<file path="config.mk">
export PLATFORM = sky130hd
export DESIGN_NAME = ballot_box_flat
export DESIGN_NICKNAME = d
export VERILOG_FILES = /design/src/rtl/ballot_box_if.sv /design/src/rtl/ballot_box.sv /design/src/flat_wrapper.sv
export SDC_FILE = /design/constraint.sdc
export NUM_CORES = 1
export LEC_CHECK = 0
export ABC_AREA = 1
export CAP_MARGIN = 20
export CORE_MARGIN = 8
export CORE_UTILIZATION = 40
export DETAILED_ROUTE_END_ITERATION = 10
export HOLD_SLACK_MARGIN = 0.12
export PLACE_DENSITY = 0.6
export REMOVE_ABC_BUFFERS = 1
export SETUP_SLACK_MARGIN = 0.2
export SYNTH_ARGS = -nofsm -noshare
export SYNTH_HDL_FRONTEND = slang
export SYNTH_HIERARCHICAL = 1
export SYNTH_SLANG_ARGS = --single-unit
</file>
<file path="constraint.sdc">
create_clock -name clk -period 2.72 [get_ports clk]
set_clock_uncertainty 0.2 [all_clocks]
set_input_delay 0.544 -clock clk [delete_from_list [all_inputs] [get_ports clk]]
set_output_delay 0.544 -clock clk [all_outputs]
set_load 0.1 [all_outputs]
</file>
<file path="src/rtl/ballot_box_if.sv">
`timescale 1ns/1ps
// Ballot-box handshake bundle: ballot input, close pulse, result output with ack.
interface ballot_box_if #(
    parameter int N = 2,
    parameter int M = 2
);
    logic         in_valid;
    logic         in_ready;
    logic [M-1:0] voter_id;
    logic [N-1:0] choice;
    logic         close;
    logic         out_valid;
    logic         out_ack;
    logic [N-1:0] winner;
    logic [M:0]   win_count;
    logic         dup_err;

    modport master (
        output in_valid, voter_id, choice, close, out_ack,
        input  in_ready, out_valid, winner, win_count, dup_err
    );

    modport slave (
        input  in_valid, voter_id, choice, close, out_ack,
        output in_ready, out_valid, winner, win_count, dup_err
    );
endinterface

</file>
<file path="src/rtl/ballot_box.sv">
`timescale 1ns/1ps
// ballot_box: saturating per-candidate tallies, then a one-candidate-per-cycle max scan.
// Define BALLOT_DUP_CHECK_EN to drop repeat ballots from the same voter (dup_err pulse).

module ballot_tally #(
    parameter int W = 3
) (
    input  logic         clk,
    input  logic         rst,
    input  logic         clr,
    input  logic         inc,
    output logic [W-1:0] cnt
);
    always_ff @(posedge clk or negedge rst) begin
        if (!rst)
            cnt <= '0;
        else if (clr)
            cnt <= '0;
        else if (inc && (cnt != {W{1'b1}}))
            cnt <= cnt + 1'b1;
    end
endmodule

module ballot_box #(
    parameter int N = 2,
    parameter int M = 2
) (
    input  logic        clk,
    input  logic        rst,
    ballot_box_if.slave bus
);
    localparam int NC = 2 ** N;
    localparam int TW = M + 1;
    // Index runs one past the last candidate: that extra cycle latches the result.
    localparam logic [N:0] SCAN_END = (N + 1)'(NC);

    typedef enum logic [1:0] {COLLECT, SCAN, DONE} state_t;

    state_t                 state, state_nxt;
    logic                   rdy_q;
    logic                   accept;
    logic                   dup;
    logic                   clr;
    logic [NC-1:0]          inc;
    logic [NC-1:0][TW-1:0]  tally;
    logic [N:0]             idx;
    logic [N-1:0]           best_idx;
    logic [TW-1:0]          best_cnt;

    // rdy_q keeps in_ready low until the first edge after reset release.
    always_ff @(posedge clk or negedge rst) begin
        if (!rst) rdy_q <= 1'b0;
        else      rdy_q <= 1'b1;
    end

    assign bus.in_ready  = rdy_q && (state == COLLECT);
    assign bus.out_valid = (state == DONE);
    assign accept        = bus.in_valid && bus.in_ready;
    assign clr           = (state == DONE) && bus.out_ack;

`ifdef BALLOT_DUP_CHECK_EN
    logic [2**M-1:0] voted;

    assign dup = voted[bus.voter_id];

    always_ff @(posedge clk or negedge rst) begin
        if (!rst) begin
            voted       <= '0;
            bus.dup_err <= 1'b0;
        end else begin
            bus.dup_err <= accept && dup;
            if (clr)
                voted <= '0;
            else if (accept && !dup)
                voted[bus.voter_id] <= 1'b1;
        end
    end
`else
    logic unused_voter_id;

    assign unused_voter_id = ^bus.voter_id;
    assign dup             = 1'b0;
    assign bus.dup_err     = 1'b0;
`endif

    for (genvar i = 0; i < NC; i++) begin : g_tally
        assign inc[i] = accept && !dup && (bus.choice == N'(i));
        ballot_tally #(.W(TW)) u_tally (
            .clk (clk),
            .rst (rst),
            .clr (clr),
            .inc (inc[i]),
            .cnt (tally[i])
        );
    end

    always_ff @(posedge clk or negedge rst) begin
        if (!rst) state <= COLLECT;
        else      state <= state_nxt;
    end

    always_comb begin
        state_nxt = state;
        case (state)
            COLLECT: if (bus.close)       state_nxt = SCAN;
            SCAN:    if (idx == SCAN_END) state_nxt = DONE;
            DONE:    if (bus.out_ack)     state_nxt = COLLECT;
            default:                      state_nxt = COLLECT;
        endcase
    end

    // Strict greater-than keeps the lowest index on ties; all-zero leaves 0/0.
    always_ff @(posedge clk or negedge rst) begin
        if (!rst) begin
            idx           <= '0;
            best_idx      <= '0;
            best_cnt      <= '0;
            bus.winner    <= '0;
            bus.win_count <= '0;
        end else begin
            case (state)
                COLLECT: begin
                    if (bus.close) begin
                        idx      <= '0;
                        best_idx <= '0;
                        best_cnt <= '0;
                    end
                end
                SCAN: begin
                    if (idx != SCAN_END) begin
                        if (tally[idx[N-1:0]] > best_cnt) begin
                            best_idx <= idx[N-1:0];
                            best_cnt <= tally[idx[N-1:0]];
                        end
                        idx <= idx + 1'b1;
                    end else begin
                        bus.winner    <= best_idx;
                        bus.win_count <= best_cnt;
                    end
                end
                default: ;
            endcase
        end
    end
endmodule

</file>
<file path="src/flat_wrapper.sv">
// flat-port wrapper written by rule: the top's interface ports become plain ports
module ballot_box_flat 
#(
    parameter int N = 2,
    parameter int M = 2
)
  (clk, rst, bus_in_valid, bus_voter_id, bus_choice, bus_close, bus_out_ack, bus_in_ready, bus_out_valid, bus_winner, bus_win_count, bus_dup_err);
  ballot_box_if #(.N(N), .M(M)) bus_i ();
  input  logic clk;
  input  logic rst;
  input wire logic [$bits(bus_i.in_valid)-1:0] bus_in_valid;
  input wire logic [$bits(bus_i.voter_id)-1:0] bus_voter_id;
  input wire logic [$bits(bus_i.choice)-1:0] bus_choice;
  input wire logic [$bits(bus_i.close)-1:0] bus_close;
  input wire logic [$bits(bus_i.out_ack)-1:0] bus_out_ack;
  output wire logic [$bits(bus_i.in_ready)-1:0] bus_in_ready;
  output wire logic [$bits(bus_i.out_valid)-1:0] bus_out_valid;
  output wire logic [$bits(bus_i.winner)-1:0] bus_winner;
  output wire logic [$bits(bus_i.win_count)-1:0] bus_win_count;
  output wire logic [$bits(bus_i.dup_err)-1:0] bus_dup_err;
  assign bus_i.in_valid = bus_in_valid;
  assign bus_i.voter_id = bus_voter_id;
  assign bus_i.choice = bus_choice;
  assign bus_i.close = bus_close;
  assign bus_i.out_ack = bus_out_ack;
  assign bus_in_ready = bus_i.in_ready;
  assign bus_out_valid = bus_i.out_valid;
  assign bus_winner = bus_i.winner;
  assign bus_win_count = bus_i.win_count;
  assign bus_dup_err = bus_i.dup_err;
  ballot_box #(.N(N), .M(M)) u_core (.clk(clk), .rst(rst), .bus(bus_i));
endmodule
</file>
Yosys cells after proc, flatten, opt, wreduce, memory -nomap -nowiden

Cells that the tools add are included.

Flip-flop bits (word level): 28
Bits in latches: 0
RAM bits: 0
ROM bits: 0
Output and inout port bits: 8
Logic and storage cells: 81
Memories: 0

Add/subtract/negate cells: 5
Multipliers: 0
Div/mod/pow operators: 0
$lt $le $gt $ge: 2
Equality and inequality tests: 16
Shift operators: 0
Mux-type cells: 24
Bitwise operators: 1
Reductions and logical operators: 22

Operators by type and width:

| operator            | count |
|---|---|
| $mux 3              | 13 |
| $add 3x1->3 const B | 5 |
| $ne 3x3->1 const B  | 5 |
| $mux 2              | 6 |
| $pmux 3 s2          | 2 |
| $logic_and 1x1->1   | 11 |
| $reduce_bool 2->1   | 5 |
| $bmux 3 s2          | 1 |
| $eq 2x2->1 const B  | 3 |
| $ne 2x1->1 const B  | 3 |
| $pmux 2 s3          | 1 |
| $reduce_and 3->1    | 2 |
| $eq 2x1->1 const B  | 2 |
| $logic_not 2->1     | 2 |
| $ne 2x2->1 const B  | 2 |
| $pmux 2 s2          | 1 |
| $reduce_and 4->1    | 1 |
| $eq 3x3->1 const B  | 1 |
| $gt 3x3->1          | 1 |
| $lt 2x3->1 const B  | 1 |
| $reduce_and 2->1    | 1 |
| $not 1->1           | 1 |

Longest topological paths before layout

Gate-level depths: netlist (run 1).

Depth in word-level cells: 7
Gate-level depth with buffers: 15

Modules after synthesis

The synthesis (run 1) kept the hierarchy.

By module, submodules not included:

| module       | instances | cells an instance | area an instance (um^2) | sequential area each (um^2) |
|---|---|---|---|---|
| ballot_box   | 1         | 139               | 1029.7                  | 400.4 |
| ballot_tally | 4         | 20                | 166.4                   | 75.1 |

Worst setup path before layout (run 1)

OpenSTA, ideal clock, no wires.

Kind: reg2reg
Start point: register u_core.state[0]
End point: register u_core.g_tally[0].u_tally.cnt[1]
Arrival time: 3.703 ns
Data required time: 2.402 ns
Slack: -1.300 ns
Stages on the path, launching flop included: 7
Buffers on the path: 0
Period minus slack after synthesis: 4.020 ns
Cells stage by stage: dfrtp_1 -> nor3b_1 -> nand2_1 -> nor3_1 -> nand2_1 -> nand3_1 -> nand2_1

Cells in the longest elaborated chain, start to end: 6

RTL lines:

| item                               | line               | text |
|---|---|---|
| start: declaration                 | ballot_box.sv:39   | `state_t state, state_nxt;` |
| start signal: assignment           | ballot_box.sv:99   | `else state <= state_nxt;` |
| $logic_not 2->1                    | ballot_box.sv:56   | `assign bus.in_ready = rdy_q && (state == COLLECT);` |
| $logic_and 1x1->1                  | ballot_box.sv:56   |  |
| net bus_in_ready                   | flat_wrapper.sv:16 | `output wire logic [$bits(bus_i.in_ready)-1:0] bus_in_ready;` |
| $logic_and 1x1->1                  | ballot_box.sv:58   | `assign accept = bus.in_valid && bus.in_ready;` |
| $logic_and 1x1->1                  | ballot_box.sv:87   | `assign inc[i] = accept && !dup && (bus.choice == N'(i));` |
| net u_core.inc[0]                  | ballot_box.sv:44   | `logic [NC-1:0] inc;` |
| $logic_and 1x1->1                  | ballot_box.sv:19   | `else if (inc && (cnt != {W{1'b1}}))` |
| $reduce_bool 2->1 (no source line) | -                  |  |
| end signal: assignment             | ballot_box.sv:20   | `cnt <= cnt + 1'b1;` |
| end: declaration                   | ballot_box.sv:12   | `output logic [W-1:0] cnt` |

The timed path passes the listed nets, and every way through them passes these cells.
A chain may end at the register's enable or synchronous reset.

Worst setup path after layout (run 1)

Start point: register u_core.idx[0]
End point: register u_core.best_cnt[1]

Cells in the longest elaborated chain, start to end: 5

RTL lines:

| item                                                                   | line                                 | text |
|---|---|---|
| start: declaration                                                     | ballot_box.sv:46                     | `logic [N:0] idx;` |
| start signal: assignment                                               | ballot_box.sv:135                    | `idx <= idx + 1'b1;` |
| $bmux 3 s2                                                             | ballot_box.sv:131, ballot_box.sv:133 |  |
| $mux 3 (implied by the code)                                           | ballot_box.sv:131, ballot_box.sv:133 |  |
| $gt 3x3->1 / $mux 3 (equally long branches)                            | ballot_box.sv:131                    | `if (tally[idx[N-1:0]] > best_cnt) begin` |
| $ne 2x1->1 (no source line) / $mux 3 (equally long branches)           | -                                    |  |
| $reduce_and 4->1 (no source line) / $pmux 3 s2 (equally long branches) | -                                    |  |
| end signal: assignment                                                 | ballot_box.sv:133                    | `best_cnt <= tally[idx[N-1:0]];` |
| end: declaration                                                       | ballot_box.sv:48                     | `logic [TW-1:0] best_cnt;` |

Parallel ways exist; a longest one is shown, timed or not. The select of a mux whose other input is x is not followed.

==> qor.csv, run 1 <==
metric,value,unit
outcome,"finished, final reports clean",
grt_pass1_vias,1209,
grt.total_usage,0.101,
vias_per_cell,4.67,
cp.required,2750,ps
diodes,0,
grt_pass1_wl,5290,um
cts.sinks,28,
cp_slowest_stage_delay,490,ps
hold_viol_final,0,
final.period_utilization,0.798,
drtIter0Drc,70,
yosys_register_bits,28,
grt_setup_unrepaired,no,
wl,3050,um
grt.overflow.total,0,
io_pins,17,
ff_latch_area,701,um^2
p_leak,1.03,nW
die_area,6580,um^2
synth_common_cells,"nand2_1 (59), nand3_1 (33), inv_1 (30)",
cts_hold_buf,0,
port_buffers,13,
synth_edf_count,0,
synthCells,219,
drive_above_1_share,0.154,
postSynth.asyncResetShare,1.00,
path_delay_family,simple AND/OR/NAND/NOR gates,
grt_max_degree,29,
cts_max_level,1,
cp_cell_sequence,inv_2 > nand2_1 > nand3_1 > nand2_1 > ha_1 > nand2_1 > nor2_1 > nor2_1 > nor2_1 > nand4_1 > nand2_1,
root_buffer,clkbuf_8,
setup_tns,0,ps
setup_viol,0,
clockBufferDepth,2,
core-area,4030,um^2
remaining_drc_errors,0,
fin_total_pwr,0.00223,W
synthTopCellsByArea,"dfrtp_1 (41%), nand2_1 (13%), nand3_1 (9.7%), ha_1 (9.6%), inv_1 (6.6%)",
first_pass_iters,4,
synth-main-ff-cell,dfrtp_1,
syn_to_final_growth,13.1,%
synth_top_area_cell,dfrtp_1,
pwr_density_cell,1160,nW/um^2
cp_num_buf_inv,1,
fin_area,1920,um^2
critPathLaunchType,flip-flop,
die_h,81.1,um
start_util,0.421,
max-vdd-ir-drop,640,uV
fmax,0.461,GHz
synth.distinct_cells,22,
yosysSeqAreaShare,0.413,
slew_headroom,0.646,
n_fill_cell,407,
cp_common_cell,nand2_1,
post_cts_buffers,0,
place_congestion,0.778,
arrival,2200,ps
hp-class,reg2reg,
dieWidth,81.1,um
final_nets,257,
path_max_fanout,9,
slowest_stage,dfrtp_1,
rows,23,
synth_top_area_share,0.413,
yosysMostFrequentCell,nand2_1,
antenna_left,0,
routedWlPerCell,10.7,um
hpwl,2300,um
num_vias,1326,
end_kind,flip-flop,
syn_area,1700,um^2
numCtsBuffers,3,
min_period,2170,ps
cts_resized,0,
multi_input_area,798,um^2
max_cap_violations,0,
worstSkewPairLatency,280,ps
antenna_found_initial,0,
maxSlewViolCount,0,
placed_area,1850,um^2
cts_tree,done,
crit_type,reg2reg,
syn_avg_cell_area,7.74,um^2
yosys_warnings,6,
path_clk_slew,100,ps
worstMarginPinSlew,527,ps
-- path summary, 6_finish.rpt --
check | end | start | slack (ps) | cells after the start
worst max-delay path | u_core/best_cnt[1] | u_core/idx[0] | 550 | 11
worst min-delay path | u_core/best_idx[0] | u_core/best_idx[0] | 280 | 2
worst max register to register | u_core/best_cnt[1] | u_core/idx[0] | 550 | 11
worst min register to register | u_core/best_idx[0] | u_core/best_idx[0] | 280 | 2
max in group asynchronous | u_core/g_tally[3].u_tally/cnt[0] | rst | 1590 | 2
min in group asynchronous | u_core/state[1] | rst | 440 | 2
-- metrics by stage --
| step | hold WS (ps) | cells | util | worst slack, ps |
|---|---|---|---|---|
| floorplan | 48.4 | 214 | - | -1300 |
| global placement | 255 | 280 | 0.458 | 548 |
| detailed placement | 259 | 280 | 0.458 | 519 |
| CTS | 285 | 284 | 0.476 | 508 |
| global route | 323 | 284 | 0.476 | 366 |
| finish | 278 | 284 | 0.476 | 550 |
-- logic make-up (layout without fill, tap and decap cells) --
family                   after synthesis  after routing  synth area share
XOR/XNOR                               1              1           0.00517
AND/OR/NAND/NOR                      118            118             0.319
AO/OA/AOI/OAI                         12             12            0.0465
buffers and inverters                 45             60             0.116
other                                  2              2           0.00443
adder cells (fa/ha/maj)               13             13            0.0959
flip-flops                            28             28             0.413
-- where the power goes --
part	internal, W	total (W)	switching [W]	leakage (nW)
Sequential	0.000568	0.000711	0.000143	0.367
Clock	0.000197	0.000334	0.000137	0.0357
Combinational	0.000375	0.00118	0.000808	0.629
-- cell usage in the layout, fill, tap and decap left out --
master and count:
conb_1 2, nand3_1 33, nand2_2 1, nor3b_1 1, nand2_1 59, a21oi_1 5
nor3_1 5, bufinv_16 1, nor2_2 4, dfrtp_1 28, buf_4 10, inv_2 10
o21ai_2 5, o21ai_0 2, xor2_1 1, ha_1 13, nor2_1 8, nand4_1 5
inv_1 30, clkdlybuf4s50_1 6, nand3_4 1, nor2_4 1, clkbuf_8 3
-- per-layer routing --
layer / global-route usage / vias to the layer above / share of wire
li1: - / 718 / -
met1: 0.125 / 586 / 0.47
met2: 0.168 / 18 / 0.46
met3: 0.0309 / 4 / 0.052
met4: 0.0214 / 0 / 0.0095
met5: 0 / - / 0
-- state kept, by name, summed over array words and instances, names as in the netlist --
signal / count
u_core/bus.winner: 2
u_core/best_cnt: 3
u_core/bus.win_count: 3
u_core/state: 2
u_core/idx: 3
u_core/rdy_q: 1
u_core/best_idx: 2
u_core/g_tally.u_tally/cnt: 12
-- worst register-to-register path, delay by kind of cell, from the launching register on --
family	cells	cell delay [ps]
simple gates	9	900
buf+inv	1	180
flops	1	490
fa+ha+maj	1	350
-- area by class of cell --
class                   instances  area share
clock buffers                   3      0.0215
clock inverters                 1      0.0157
inverters                      40      0.0783
multi-input cells             146       0.416
flip-flops and latches         28       0.365
well taps                      50      0.0326
repair buffers                 16      0.0705
(Power assumes the default switching activity.)
==> run 2: changes to the inputs <==
PLACE_DENSITY = 0.63   (was 0.6)
clock period = 1.7 ns   (was 2.72 ns; I/O delays follow)
==> qor.csv, run 2 (same netlist as run 1, synthesis figures left out) <==
metric,value,unit,change
setup_ws,-191,ps,-741 ps
max-vdd-ir-drop,707,uV,+10%
maxSlewViolCount,0,,unchanged
grt.total_usage,0.115,,+0.0141
grt_pass1_wl,6130,um,+16%
diodes,0,,unchanged
routedWlPerCell,11.1,um,+3.9%
die_area,6580,um^2,unchanged
use_met1,0.140,,+0.0157
pwr_density_cell,1860,nW/um^2,+60%
placed_area,2180,um^2,+18%
final_util,0.623,,+0.147
final_nets,297,,+16%
instances_no_fill,323,,+14%
dp.cells,311,,+11%
port_buffers,13,,unchanged
die_h,81.1,um,unchanged
cp.required,1660,ps,-1090 ps
max_cap_violations,0,,unchanged
cts_max_level,1,,unchanged
remaining_drc_errors,0,,unchanged
wl,3600,um,+18%
cts.sinks,28,,unchanged
first_pass_iters,4,,unchanged
grtUsageMet3,0.0188,,-0.0121
drive_above_1_share,0.403,,+0.249
largest-register,u_core/g_tally.u_tally/cnt,,
met2_usage,0.200,,+0.0321
grt_pass1_vias,1429,,+18%
worstSkewPairLatency,270,ps,about the same
rows,23,,unchanged
p_leak,1.28,nW,+24%
clockBufferDepth,2,,unchanged
busiest_layer,met2,,
start_util,0.421,,unchanged
hold_viol_final,0,,unchanged
antenna_left,0,,unchanged
final_cell_mix,"nand2_1 (49), buf_4 (34), inv_1 (29), dfrtp_1 (27), nand3_1 (22)",,
num_vias,1513,,+14%
path_max_fanout,6,,-3
hp-class,in2async,,
setup_viol,10,,+10
cp-startpoint,u_core/idx[0],,
numCtsBuffers,3,,unchanged
fmax,0.529,GHz,+15%
final_common_cell,nand2_1,,
grt_setup_unrepaired,yes,,
grt_max_degree,29,,unchanged
hpwl,2610,um,+13%
root_buffer,clkbuf_8,,
syn_to_final_growth,48.1,%,
io_pins,17,,unchanged
grt.overflow.total,0,,unchanged
antenna_found_initial,0,,unchanged
place_congestion,0.802,,+3.1%
fin_area,2510,um^2,+31%
crit_type,reg2reg,,
violations,setup timing,,
arrival,1850,ps,-350 ps
path_clk_slew,90,ps,about the same
min_period,1890,ps,-279 ps
core-area,4030,um^2,unchanged
largest_reg_flops,12,,unchanged
drtIter0Drc,61,,-13%
final.period_utilization,1.11,,+0.315
end_kind,flip-flop,,
dieWidth,81.1,um,unchanged
reg2reg_from,u_core/idx[0],,
cts_tree,done,,
dp_slack,-309,ps,-827 ps
outcome,"finished, violations left",,
vias_per_cell,4.68,,+0.33%
critPathLaunchType,flip-flop,,
==> run 2: worst paths after layout <==
path	to	slack (ps)	depth (start not counted)
max	u_core/best_cnt[2]	-190	12
min	u_core/state[1]	220	2
max reg2reg	u_core/best_cnt[2]	-190	12
min reg2reg	u_core/best_cnt[1]	270	2
max in group asynchronous	u_core/idx[0]	910	2
min in group clk	u_core/best_cnt[1]	270	2
==> run 2: worst max-delay path: stages (launching register included) <==
cell and delay (ps):
dfrtp_2 480, buf_6 140, nand2_1 60, nand3_2 60, nand2_2 100, ha_4 230
nand2_2 60, nand2_1 50, nor2_1 100, nor2_1 40, buf_4 140, nand4_1 70
nand2_1 60
==> run 2: per-layer routing <==
metal | share of wire | wire length (um)
met5 | 0 | 0
met4 | 0.012 | 42
met3 | 0.033 | 120
met2 | 0.49 | 1780
met1 | 0.46 | 1660
==> run 2: area by class of cell <==
cell class                      count  area [um^2]
Fill cell                         362         1520
Timing Repair Buffer               56          566
Clock buffer                        3         41.3
Inverter                           40          155
Multi-Input combinational cell    146          985
Tap cell                           50         62.6
Sequential cell                    28          702
==> run 2: power by group <==
group / switching, W / internal [W] / leakage [nW]
logic: 0.00170 / 0.00150 / 0.894
registers: 0.000198 / 0.000912 / 0.366
clock network: 0.000195 / 0.000159 / 0.0216
total: 0.00210 / 0.00257 / 1.28
==> run 2: what timing repair did <==
action / 4_1_cts / 5_1_grt
setup endpoints to repair: 29 / 29
hold buffers: 0 / 0
gates resized for setup: 28 / 25
buffers inserted: 5 / 4
pin swaps: 17 / 16
==> run 2: through the flow <==
step           TNS [ps]  hold WS [ps]  power (W)
5_1_grt           -2950           220    0.00503
3_3_place_gp      -2080           256    0.00370
4_1_cts            -995           218    0.00442
6_report          -1050           219    0.00466
3_5_place_dp      -2190           258    0.00376
2_1_floorplan    -31260          -156    0.00265
==> run 3: changes to the inputs <==
CORE_UTILIZATION = 38   (was 40)
PLACE_DENSITY = 0.6   (was 0.63)
==> qor.csv, run 3 (same netlist as run 1, synthesis figures left out) <==
metric,value,unit,change
root_buffer,clkbuf_8,,
vias_per_cell,4.74,,+1.2%
start_util,0.392,,-0.0287
grt.total_usage,0.127,,+0.0121
cts_tree,done,,
pwr-share-clk,0.105,,+0.029
p_sw_frac,0.441,,-0.00884
grt_pass1_vias,1581,,+11%
end_kind,flip-flop,,
cp_cell_sequence,inv_4 > nand2_2 > nand3_2 > nand2_2 > ha_4 > nand2_2 > nor2_2 > nor2_1 > nor2_1 > buf_4 > nand4_1 > nand2_1,,
clockBufferDepth,2,,unchanged
grt.overflow.total,0,,unchanged
cp.required,1720,ps,+60 ps
cts_max_level,1,,unchanged
cts_hold_buf,0,,unchanged
first_pass_iters,4,,unchanged
pwr_density_cell,1930,nW/um^2,+3.9%
p_int,0.00281,W,+9.5%
net-switching-power,0.00222,W,+5.7%
hp-class,in2async,,
seqPwrFrac,0.225,,-0.013
setup_viol,9,,-1
wl,3820,um,+6.1%
final_nets,299,,+0.67%
die_area,6860,um^2,+4.2%
port_buffers,13,,unchanged
syn_to_final_growth,53.7,%,
final.period_utilization,1.12,,+0.00660
place_congestion,0.798,,-0.51%
largest_reg_flops,12,,unchanged
p_leak,1.31,nW,+2.3%
min_period,1900,ps,+11.2 ps
critPathLaunchType,flip-flop,,
routedWlPerCell,11.6,um,+4.5%
slowest_stage,dfrtp_2,,
remaining_drc_errors,0,,unchanged
max-vdd-ir-drop,748,uV,+5.8%
largest-register,u_core/g_tally.u_tally/cnt,,
antenna_left,0,,unchanged
drtIter0Drc,57,,-6.6%
max_cap_violations,0,,unchanged
die_h,82.8,um,+2.1%
instances_no_fill,328,,+1.5%
antenna_found_initial,0,,unchanged
num_vias,1555,,+2.8%
final_cell_mix,"nand2_1 (39), buf_4 (35), inv_1 (27), dfrtp_1 (26), nand3_1 (21)",,
combPwrFrac,0.670,,-0.016
n_fill_cell,385,,+6.4%
dieWidth,82.8,um,+2.1%
numCtsBuffers,3,,unchanged
crit_type,reg2reg,,
path_clk_slew,100,ps,about the same
setup_ws,-202,ps,-11.2 ps
diodes,0,,unchanged
rows,24,,+4.3%
arrival,1930,ps,+80 ps
setup_tns,-1070,ps,-26.9 ps
cts.sinks,28,,unchanged
cp_slowest_stage_delay,480,ps,about the same
grt_pass1_wl,6790,um,+11%
final_common_cell,nand2_1,,
fmax,0.526,GHz,-0.59%
grt_max_degree,29,,unchanged
cp_common_cell,nand2_2,,
drive_above_1_share,0.460,,+0.0572
grt_setup_unrepaired,yes,,
path_max_fanout,7,,+1
worstSkewPairLatency,280,ps,about the same
maxSlewViolCount,0,,unchanged
io_pins,17,,unchanged
core-area,4320,um^2,+7.3%
dp.cells,313,,+0.64%
violations,setup timing,,
hpwl,2550,um,-2.0%
outcome,"finished, violations left",,
timing.hold.ws,209,ps,-9.43 ps
hold_viol_final,0,,unchanged
[run 3: cell types whose count changed in the layout (fill, tap and decap cells not counted), moves of 2 or more]
cell,before,now
nand2_2,9,20
inv_1,29,27
nand2_1,49,39
a21oi_2,2,0
a21oi_1,3,5
[run 3: power groups by stage]
stage	Combinational [W]	Sequential [W]	Clock, W
after floorplan	0.00123	0.00142	0
after global placement	0.00260	0.00110	0
after detailed placement	0.00265	0.00111	0
after CTS	0.00322	0.00112	0.000542
after global routing	0.00372	0.00116	0.000570
final	0.00337	0.00113	0.000530
[run 3: path summary, 6_finish.rpt]
check / start / to / slack, ps / cells after the start
worst max-delay path: u_core/idx[0] / u_core/best_cnt[0] / -200 / 12
worst min-delay path: rst / u_core/state[1] / 210 / 2
worst max register to register: u_core/idx[0] / u_core/best_cnt[0] / -200 / 12
worst min register to register: u_core/best_cnt[1] / u_core/best_cnt[1] / 280 / 2
max in group asynchronous: rst / u_core/idx[0] / 920 / 2
min in group clk: u_core/best_cnt[1] / u_core/best_cnt[1] / 280 / 2
[run 3: cell type report]
type                       instances  area (um^2)  share of cell area
clock buffer                       3         41.3              0.0159
tap                               52         65.1              0.0250
timing repair buffer              58          584               0.224
inverter                          40          158              0.0605
sequential                        28          703               0.270
multi-input combinational        146         1020               0.393
clock inverter                     1         30.0              0.0115
[run 3: metrics by stage]
stage	util	power, W	cell area [um^2]	worst slack, ps
6_report	0.602	0.00503	2610	-202
2_1_floorplan	-	0.00265	1650	-2320
5_1_grt	0.602	0.00546	2610	-325
4_1_cts	0.587	0.00488	2540	-158
3_3_place_gp	0.505	0.00370	2180	-266
3_5_place_dp	0.505	0.00376	2180	-295
[run 3: repair_timing]
action                                  in CTS  in global routing
endpoints found under the setup margin      29                 29
resized for setup                           55                 15
buffers inserted                            10                  1
pin swaps                                   18                 16
[run 3: layer usage]
layer,track usage,wire [um],vias to the layer above
li1,-,-,796
met1,0.140,1630,731
met2,0.237,1990,21
met3,0.0302,158,7
met4,0.0310,42,0
met5,0,0,-
[run 3: critical path: cells and delay by family, from the launching register on]
family                     cells  cell delay, ps
adders and majority gates      1             300
buffers and inverters          2             240
DFF                            1             480
and+or+nand+nor                9             620
